File: src/rtl/z80_io_cycle_capture.sv
// Z80 I/O bus front end: synchronises the control strobes, glitch-filters I/O read/write
// cycles, decodes the mailbox window and emits one registered strobe per Z80 bus cycle.
module z80_io_cycle_capture #(
  parameter int          SYNC_STAGES   = 2,
  parameter int          FILTER_CYCLES = 2,
  parameter logic [15:0] BASE_ADDR     = 16'd12345,
  parameter int          NUM_REGS      = 8
) (
  input  logic        clk,
  input  logic        rst,
  input  logic [15:0] z80_a,
  input  logic [7:0]  z80_d_in,
  input  logic        z80_rd,
  input  logic        z80_wr,
  input  logic        z80_m1,
  input  logic        z80_iorq,
  input  logic        z80_mreq,
  output logic        wr_stb,
  output logic [2:0]  wr_index,
  output logic [7:0]  wr_data,
  output logic        rd_stb,
  output logic [2:0]  rd_index,
  output logic        cycle_active,
  output logic [7:0]  glitch_cnt
);

  typedef enum logic [2:0] {
    S_WAIT_IDLE = 3'd0,
    S_IDLE      = 3'd1,
    S_QUAL_RD   = 3'd2,
    S_QUAL_WR   = 3'd3,
    S_HOLD      = 3'd4
  } state_t;

  // Control bit order inside each synchroniser stage: {rd, wr, m1, iorq, mreq}
  logic [SYNC_STAGES-1:0][4:0] r_sync;
  logic [4:0]  w_pins;
  logic        w_rd_s, w_wr_s, w_m1_s, w_iorq_s, w_mreq_s;
  logic        w_q_rd, w_q_wr, w_bus_idle;

  state_t      r_state, w_state_nx;
  logic [7:0]  r_cnt, w_cnt_nx;
  logic        w_accept, w_glitch;

  logic [15:0] w_off;
  logic        w_hit;
  logic [2:0]  w_index;

  logic        r_wr_stb, r_rd_stb, r_cycle_active;
  logic [2:0]  r_wr_index, r_rd_index;
  logic [7:0]  r_wr_data, r_glitch_cnt;
  logic        w_wr_stb_nx, w_rd_stb_nx, w_active_nx;
  logic [2:0]  w_wr_index_nx, w_rd_index_nx;
  logic [7:0]  w_wr_data_nx, w_glitch_nx;

  assign w_pins = {z80_rd, z80_wr, z80_m1, z80_iorq, z80_mreq};

  // Control-strobe synchronisers, reset to the inactive (high) level
  always_ff @(posedge clk) begin
    if (rst) begin
      r_sync <= {SYNC_STAGES{5'h1F}};
    end else begin
      r_sync <= {r_sync[SYNC_STAGES-2:0], w_pins};
    end
  end

  assign {w_rd_s, w_wr_s, w_m1_s, w_iorq_s, w_mreq_s} = r_sync[SYNC_STAGES-1];

  assign w_q_rd     = !w_iorq_s && w_mreq_s && w_m1_s && !w_rd_s &&  w_wr_s;
  assign w_q_wr     = !w_iorq_s && w_mreq_s && w_m1_s &&  w_rd_s && !w_wr_s;
  assign w_bus_idle =  w_iorq_s && w_rd_s && w_wr_s;

  assign w_off   = z80_a - BASE_ADDR;
  assign w_hit   = (z80_a >= BASE_ADDR) && !w_off[0] && (w_off[15:1] < 15'(NUM_REGS));
  assign w_index = w_off[3:1];

  // Next-state logic. WAIT_IDLE first lets the synchronisers refill after reset, so their
  // inactive reset value cannot be mistaken for an idle bus mid-cycle.
  always_comb begin
    w_state_nx = r_state;
    w_cnt_nx   = r_cnt;
    w_accept   = 1'b0;
    w_glitch   = 1'b0;
    case (r_state)
      S_WAIT_IDLE: begin
        if (r_cnt != 8'(SYNC_STAGES)) begin
          w_cnt_nx = r_cnt + 8'd1;
        end else if (w_bus_idle) begin
          w_state_nx = S_IDLE;
        end else begin
          w_state_nx = S_WAIT_IDLE;
        end
      end
      S_IDLE: begin
        if (w_q_rd) begin
          w_state_nx = S_QUAL_RD;
          w_cnt_nx   = 8'd1;
        end else if (w_q_wr) begin
          w_state_nx = S_QUAL_WR;
          w_cnt_nx   = 8'd1;
        end else begin
          w_state_nx = S_IDLE;
        end
      end
      S_QUAL_RD, S_QUAL_WR: begin
        if ((r_state == S_QUAL_RD) ? !w_q_rd : !w_q_wr) begin
          w_state_nx = S_IDLE;
          w_glitch   = 1'b1;
        end else if (r_cnt == 8'(FILTER_CYCLES - 1)) begin
          w_state_nx = S_HOLD;
          w_accept   = 1'b1;
        end else begin
          w_cnt_nx = r_cnt + 8'd1;
        end
      end
      S_HOLD: begin
        if (w_bus_idle) begin
          w_state_nx = S_IDLE;
        end else begin
          w_state_nx = S_HOLD;
        end
      end
      default: begin
        w_state_nx = S_WAIT_IDLE;
        w_cnt_nx   = 8'd0;
      end
    endcase
  end

  // Output next-values: strobes only on an accepted hit, indices/data hold otherwise
  always_comb begin
    w_wr_stb_nx   = 1'b0;
    w_rd_stb_nx   = 1'b0;
    w_wr_index_nx = r_wr_index;
    w_wr_data_nx  = r_wr_data;
    w_rd_index_nx = r_rd_index;
    if (w_accept && w_hit) begin
      if (r_state == S_QUAL_WR) begin
        w_wr_stb_nx   = 1'b1;
        w_wr_index_nx = w_index;
        w_wr_data_nx  = z80_d_in;
      end else begin
        w_rd_stb_nx   = 1'b1;
        w_rd_index_nx = w_index;
      end
    end else begin
      w_wr_stb_nx = 1'b0;
    end
    if (w_glitch && (r_glitch_cnt != 8'hFF)) begin
      w_glitch_nx = r_glitch_cnt + 8'd1;
    end else begin
      w_glitch_nx = r_glitch_cnt;
    end
    w_active_nx = (w_state_nx == S_QUAL_RD) || (w_state_nx == S_QUAL_WR) ||
                  (w_state_nx == S_HOLD);
  end

  // State and registered outputs
  always_ff @(posedge clk) begin
    if (rst) begin
      r_state        <= S_WAIT_IDLE;
      r_cnt          <= 8'd0;
      r_wr_stb       <= 1'b0;
      r_rd_stb       <= 1'b0;
      r_wr_index     <= 3'd0;
      r_rd_index     <= 3'd0;
      r_wr_data      <= 8'd0;
      r_glitch_cnt   <= 8'd0;
      r_cycle_active <= 1'b0;
    end else begin
      r_state        <= w_state_nx;
      r_cnt          <= w_cnt_nx;
      r_wr_stb       <= w_wr_stb_nx;
      r_rd_stb       <= w_rd_stb_nx;
      r_wr_index     <= w_wr_index_nx;
      r_rd_index     <= w_rd_index_nx;
      r_wr_data      <= w_wr_data_nx;
      r_glitch_cnt   <= w_glitch_nx;
      r_cycle_active <= w_active_nx;
    end
  end

  assign wr_stb       = r_wr_stb;
  assign rd_stb       = r_rd_stb;
  assign wr_index     = r_wr_index;
  assign rd_index     = r_rd_index;
  assign wr_data      = r_wr_data;
  assign glitch_cnt   = r_glitch_cnt;
  assign cycle_active = r_cycle_active;

endmodule

File: config.mk
export PLATFORM = sky130hd
export DESIGN_NAME = z80_io_cycle_capture
export DESIGN_NICKNAME = d
export VERILOG_FILES = /design/src/rtl/z80_io_cycle_capture.sv
export SDC_FILE = /design/constraint.sdc
export NUM_CORES = 1
export LEC_CHECK = 0
export CORE_UTILIZATION = 49
export DETAILED_ROUTE_END_ITERATION = 8
export HOLD_SLACK_MARGIN = 0.08
export PLACE_DENSITY = 0.78
export SYNTH_ARGS = -nofsm -noshare
export SYNTH_HDL_FRONTEND = slang
export SYNTH_SLANG_ARGS = --single-unit
export TNS_END_PERCENT = 100
File: constraint.sdc
create_clock -name clk -period 2.9 [get_ports clk]
set_clock_uncertainty 0.1 [all_clocks]
set_input_delay 0.58 -clock clk [delete_from_list [all_inputs] [get_ports clk]]
set_output_delay 0.58 -clock clk [all_outputs]
set_load 0.05 [all_outputs]
; Yosys cells after proc, flatten, opt, wreduce, memory -nomap -nowiden
; Cells that the tools add are included.
[word_totals]
register_bits = 46
output_inout_bits = 25
wordCells = 81
[op_classes]
addsub = 3
order_cmp = 2
eq_ne = 14
muxes = 22
bitwise = 3
n_reduce_logical = 26
[ops]
columns = operator, n
row1 = $mux 8, 5
row2 = $pmux 8 s4, 1
row3 = $add 8x1->8 const B, 2
row4 = $ge 16x14->1 const B, 1
row5 = $sub 16x14->16 const B, 1
row6 = $lt 15x4->1 const B, 1
row7 = $eq 3x2->1 const B, 4
row8 = $logic_and 1x1->1, 12
row9 = $mux 3, 4
row10 = $pmux 3 s4, 1
row11 = $mux 1, 9
row12 = $eq 8x1->1 const B, 1
row13 = $ne 8x2->1 const B, 1
row14 = $ne 8x8->1 const B, 1
row15 = $eq 3x3->1 const B, 2
row16 = $logic_not 1->1, 6
row17 = $ne 2x2->1 const B, 3
row18 = $reduce_and 5->1, 1
row19 = $mux 2, 2
row20 = $reduce_and 2->1, 2
row21 = $reduce_or 2->1, 2
row22 = $eq 3x1->1 const B, 1
row23 = $logic_not 3->1, 1
row24 = $ne 3x3->1 const B, 1
row25 = other kinds (2), 5

; Depth between registers and ports, before layout
[depth]
word_depth = 12
ltp_mapped = 9

; Least setup slack after synthesis
; OpenSTA, ideal clock, no wires.
[synth_path]
kind = in2reg
from = input port z80_a[10]
to = register r_wr_index[1] (netlist: wr_index[1])
setup_time_ps = 72
arrival_ps = 2310
t_required_ps = 2728
slack_ps = 418
cell_stages = 6
n_path_buf = 1
path_cell_list = or4_1 -> or4_1 -> and2_1 -> buf_6 -> nor4_4 -> mux2i_1
[synth_between]
elab_chain_len = 5
elab_cells_between_ends = 7
classes_between = add/sub (1) / order compare (2) / reduce/logical (4)
[synth_lines]
columns = element, line_no
row1 = "start, declared", 11  ; input logic [15:0] z80_a,
row2 = $sub 16x14->16 or $ge 16x14->1 (tied branches), "73, 74"
row3 = $lt 15x4->1 or $logic_and 1x1->1 (tied branches), 74  ; assign w_hit = (z80_a >= BASE_ADDR) && !w_off[0] && (w_off[15:1] < 15'(NUM_REGS));
row4 = $logic_and 1x1->1 *, 74
row5 = $logic_and 1x1->1 *, 137  ; if (w_accept && w_hit) begin
row6 = $reduce_and 2->1 (no line) *, n/a
row7 = "end signal, assigned", 175  ; r_wr_index <= w_wr_index_nx;
row8 = "end, declared", 50  ; logic [2:0] r_wr_index, r_rd_index;
; Every way passes the cells marked *; elsewhere a longest branch is shown, timed or not.
; A chain may end at the register's enable or synchronous reset.

; Worst setup path after layout
[layout_path]
from = input port z80_a[0]
to = register r_wr_index[2] (netlist: wr_index[2])
[layout_between]
elab_chain_len = 6
elab_cells_between_ends = 8
classes_between = add/sub (1) / order compare (2) / reduce/logical (5)
[layout_lines]
columns = element
row1 = branches (longest 6 deep; another with $sub 16x14->16)
; Several ways; the timed one is not identified.

==> results.json <==
{
  "yosys-top-cells-count": "dfxtp_1 (46), nor2_1 (30), nand2_1 (18), a21oi_1 (15), or2_2 (12)",
  "clk_pin_slew_ns": 0.09,
  "cts_resized": 1,
  "tritoncts": "done",
  "min_period_ns": 2.77,
  "cp_top_family": "simple AND/OR/NAND/NOR gates",
  "yosysMostFrequentCell": "dfxtp_1",
  "synth.largest_area_cell": "dfxtp_1",
  "ir_drop_mv": 0.330,
  "clk_path_buf_depth": 2,
  "dr.pass1.iters": 4,
  "synth_area_leaders": "dfxtp_1 (37%), nor2_1 (4.6%), xnor2_1 (3.2%)",
  "drc": 0,
  "syn-num-nets": 317,
  "path_max_fanout": 3,
  "min_period_over_period_pct": 95.4,
  "worst_slack_ns": 0.132,
  "hold_buffers": 0,
  "path_buf_inv": 2,
  "crit_type": "primary input to flip-flop",
  "slew_headroom_pct": 60.1,
  "ys_warn_count": 0,
  "synth_edf_count": 0,
  "comb_power_share_pct": 20.0,
  "synth_area_sq_mm": 0.00247,
  "grt_usage_pct": 24.1,
  "grt_antenna_before_repair": 0,
  "fp.dieH_microns": 73.0,
  "wirelength_microns": 6070,
  "dp_slack_ns": -0.335,
  "hp-class": "flip-flop to flip-flop",
  "htreeDepth": 2,
  "cts_sinks": 46,
  "arrival_ns": 2.91,
  "end_kind": "flip-flop",
  "clock_power_share_pct": 33.3,
  "synth-main-ff-cell": "dfxtp_1",
  "crit_chain": "clkdlybuf4s50_1 -> buf_4 -> o311a_4 -> or4_4 -> o21ai_2 -> nand4b_4 -> nor4_4 -> mux2i_1",
  "die-width_microns": 73.0,
  "hpwl_microns": 4410,
  "max_stage_delay_ns": 0.48,
  "power_frac_seq_pct": 46.8,
  "initial_core_util_pct": 51.6,
  "max_slew.worst_pin.slew_ns": 0.598,
  "status": "completed",
  "drive_gt1_share_pct": 16.5,
  "num_rows": 25,
  "ioPinCount": 56,
  "n_antenna_cell": 0,
  "power_leakage_nw": 1.23,
  "critPathLaunchType": "primary input",
  "wire_per_inst_microns": 14.3,
  "crit_slowest_cell": "or4_4",
  "grt_pass1_vias": 2282,
  "ys_async_sr_fraction_pct": 0,
  "port-buffer-count": 55,
  "rsz0062_at_grt": "false",
  "cts_buffers": 5,
  "dr.first_iter.drc_count": 155,
  "cp.required_ns": 3.04,
  "hold_violations": 0,
  "swShare_pct": 28.1,
  "clock.fmax_ghz": 0.361,
  "netlist_instances": 281,
  "grt_pass1_wl_microns": 10000,
  "netlist.area_leader.share_pct": 37.3,
  "p_int_mw": 1.05,
  "root_buffer": "clkbuf_8",
  "syn_avg_cell_area_sq_um": 8.79,
  "viasPerCell": 5.64,
  "cap_violations": 0,
  "core-area_sq_mm": 0.00479,
  "vias": 2390,
  "fp.dieArea_sq_mm": 0.00533,
  "slew_viol_final": 0,
  "yosysSeqAreaShare_pct": 37.3,
  "p_sw_uw": 408,
  "insertion_delay_ns": 0.31,
  "placed_area_sq_mm": 0.00322,
  "final_area_sq_mm": 0.00336,
  "syn_to_final_growth_pct": 35.8,
  "place_inst": 416,
  "post-cts-setup-buffers": 0,
  "gp_congestion": 0.817,
  "ys_ff_latch": 46,
  "powerDensity_mw_per_mm2": 434,
  "ant_nets": 0,
  "synth.distinct_cells": 65,
  "grt_max_degree": 18,
  "num-nets-final": 392,
  "grt.overflow.total": 0,
  "setup_viol": 0,
  "layout.cells.non_filler": 424
}
-- placed cells by master, fill, tap and decap left out, drive strengths merged, types with 7 or more instances in the layout --
| cell | count |
|---|---|
| dfxtp | 46 |
| buf | 21 |
| inv | 7 |
| o31ai | 8 |
| o21ai | 14 |
| nand3 | 11 |
| or2 | 13 |
| nor2 | 30 |
| nand4 | 9 |
| xnor2 | 9 |
| nand2 | 18 |
| a211oi | 7 |
| nor3 | 10 |
| a21oi | 16 |
| clkdlybuf4s50 | 55 |
-- path summary, 6_finish.rpt --
| check | start | to | slack, ns | cells past startpoint |
|---|---|---|---|---|
| max | z80_a[0] | wr_index[2] | 0.13 | 8 |
| min | r_sync[3] | r_sync[8] | 0.32 | 1 |
| max reg2reg | r_cnt[4] | rd_index[0] | 0.28 | 6 |
| min reg2reg | r_sync[3] | r_sync[8] | 0.32 | 1 |
-- kinds of logic (layout without fill, tap and decap cells) --
group / count (synthesis) / count (layout) / share of synthesized area [%]
XOR/XNOR: 12 / 12 / 4.25
flip-flops: 46 / 46 / 37.3
buffers and inverters: 15 / 91 / 2.89
AO/OA/AOI/OAI: 71 / 71 / 21.4
AND/OR/NAND/NOR: 126 / 126 / 29.2
adder cells (fa/ha/maj): 5 / 5 / 2.53
multiplexers: 6 / 6 / 2.48
-- routing by layer --
metal,vias to the layer above,share of wire [%],GRT usage (%)
met3,13,4.9,4.70
li1,1202,-,-
met2,77,47,40.4
met4,0,2.0,10.9
met5,-,0,0
met1,1098,46,29.6
-- registers in the layout, summed over array words and instances, names as in the netlist --
signal and flops:
wr_stb 1, cycle_active 1, wr_index 3, r_cnt 8
wr_data 8, rd_index 3, glitch_cnt 8, r_state 3
rd_stb 1, r_sync 10
-- power groups by stage --
stage | Clock (mW) | Sequential [mW] | Combinational (mW)
after detailed placement | 0 | 0.696 | 0.281
final | 0.484 | 0.681 | 0.291
after CTS | 0.493 | 0.681 | 0.286
after global placement | 0 | 0.693 | 0.277
after global routing | 0.517 | 0.686 | 0.319
after floorplan | 0 | 0.689 | 0.176
-- stage by stage --
stage	setup TNS, ns	total power [mW]	util [%]	hold WS, ns
3_5_place_dp	-3.31	0.977	67.2	0.296
3_3_place_gp	-2.59	0.970	67.2	0.291
6_report	0	1.46	70.1	0.317
4_1_cts	0	1.46	69.9	0.317
5_1_grt	0	1.52	70.1	0.323
2_1_floorplan	0	0.865	-	0.289
-- cell type report --
class / instances / area (sq um)
inverters: 7 / 26.3
flip-flops and latches: 46 / 921
multi-input cells: 220 / 1500
well taps: 67 / 83.8
clock buffers: 5 / 68.8
fillers: 400 / 1430
repair buffers: 76 / 708
clock inverters: 3 / 43.8
Note: power is estimated with default switching activity, not from simulation.
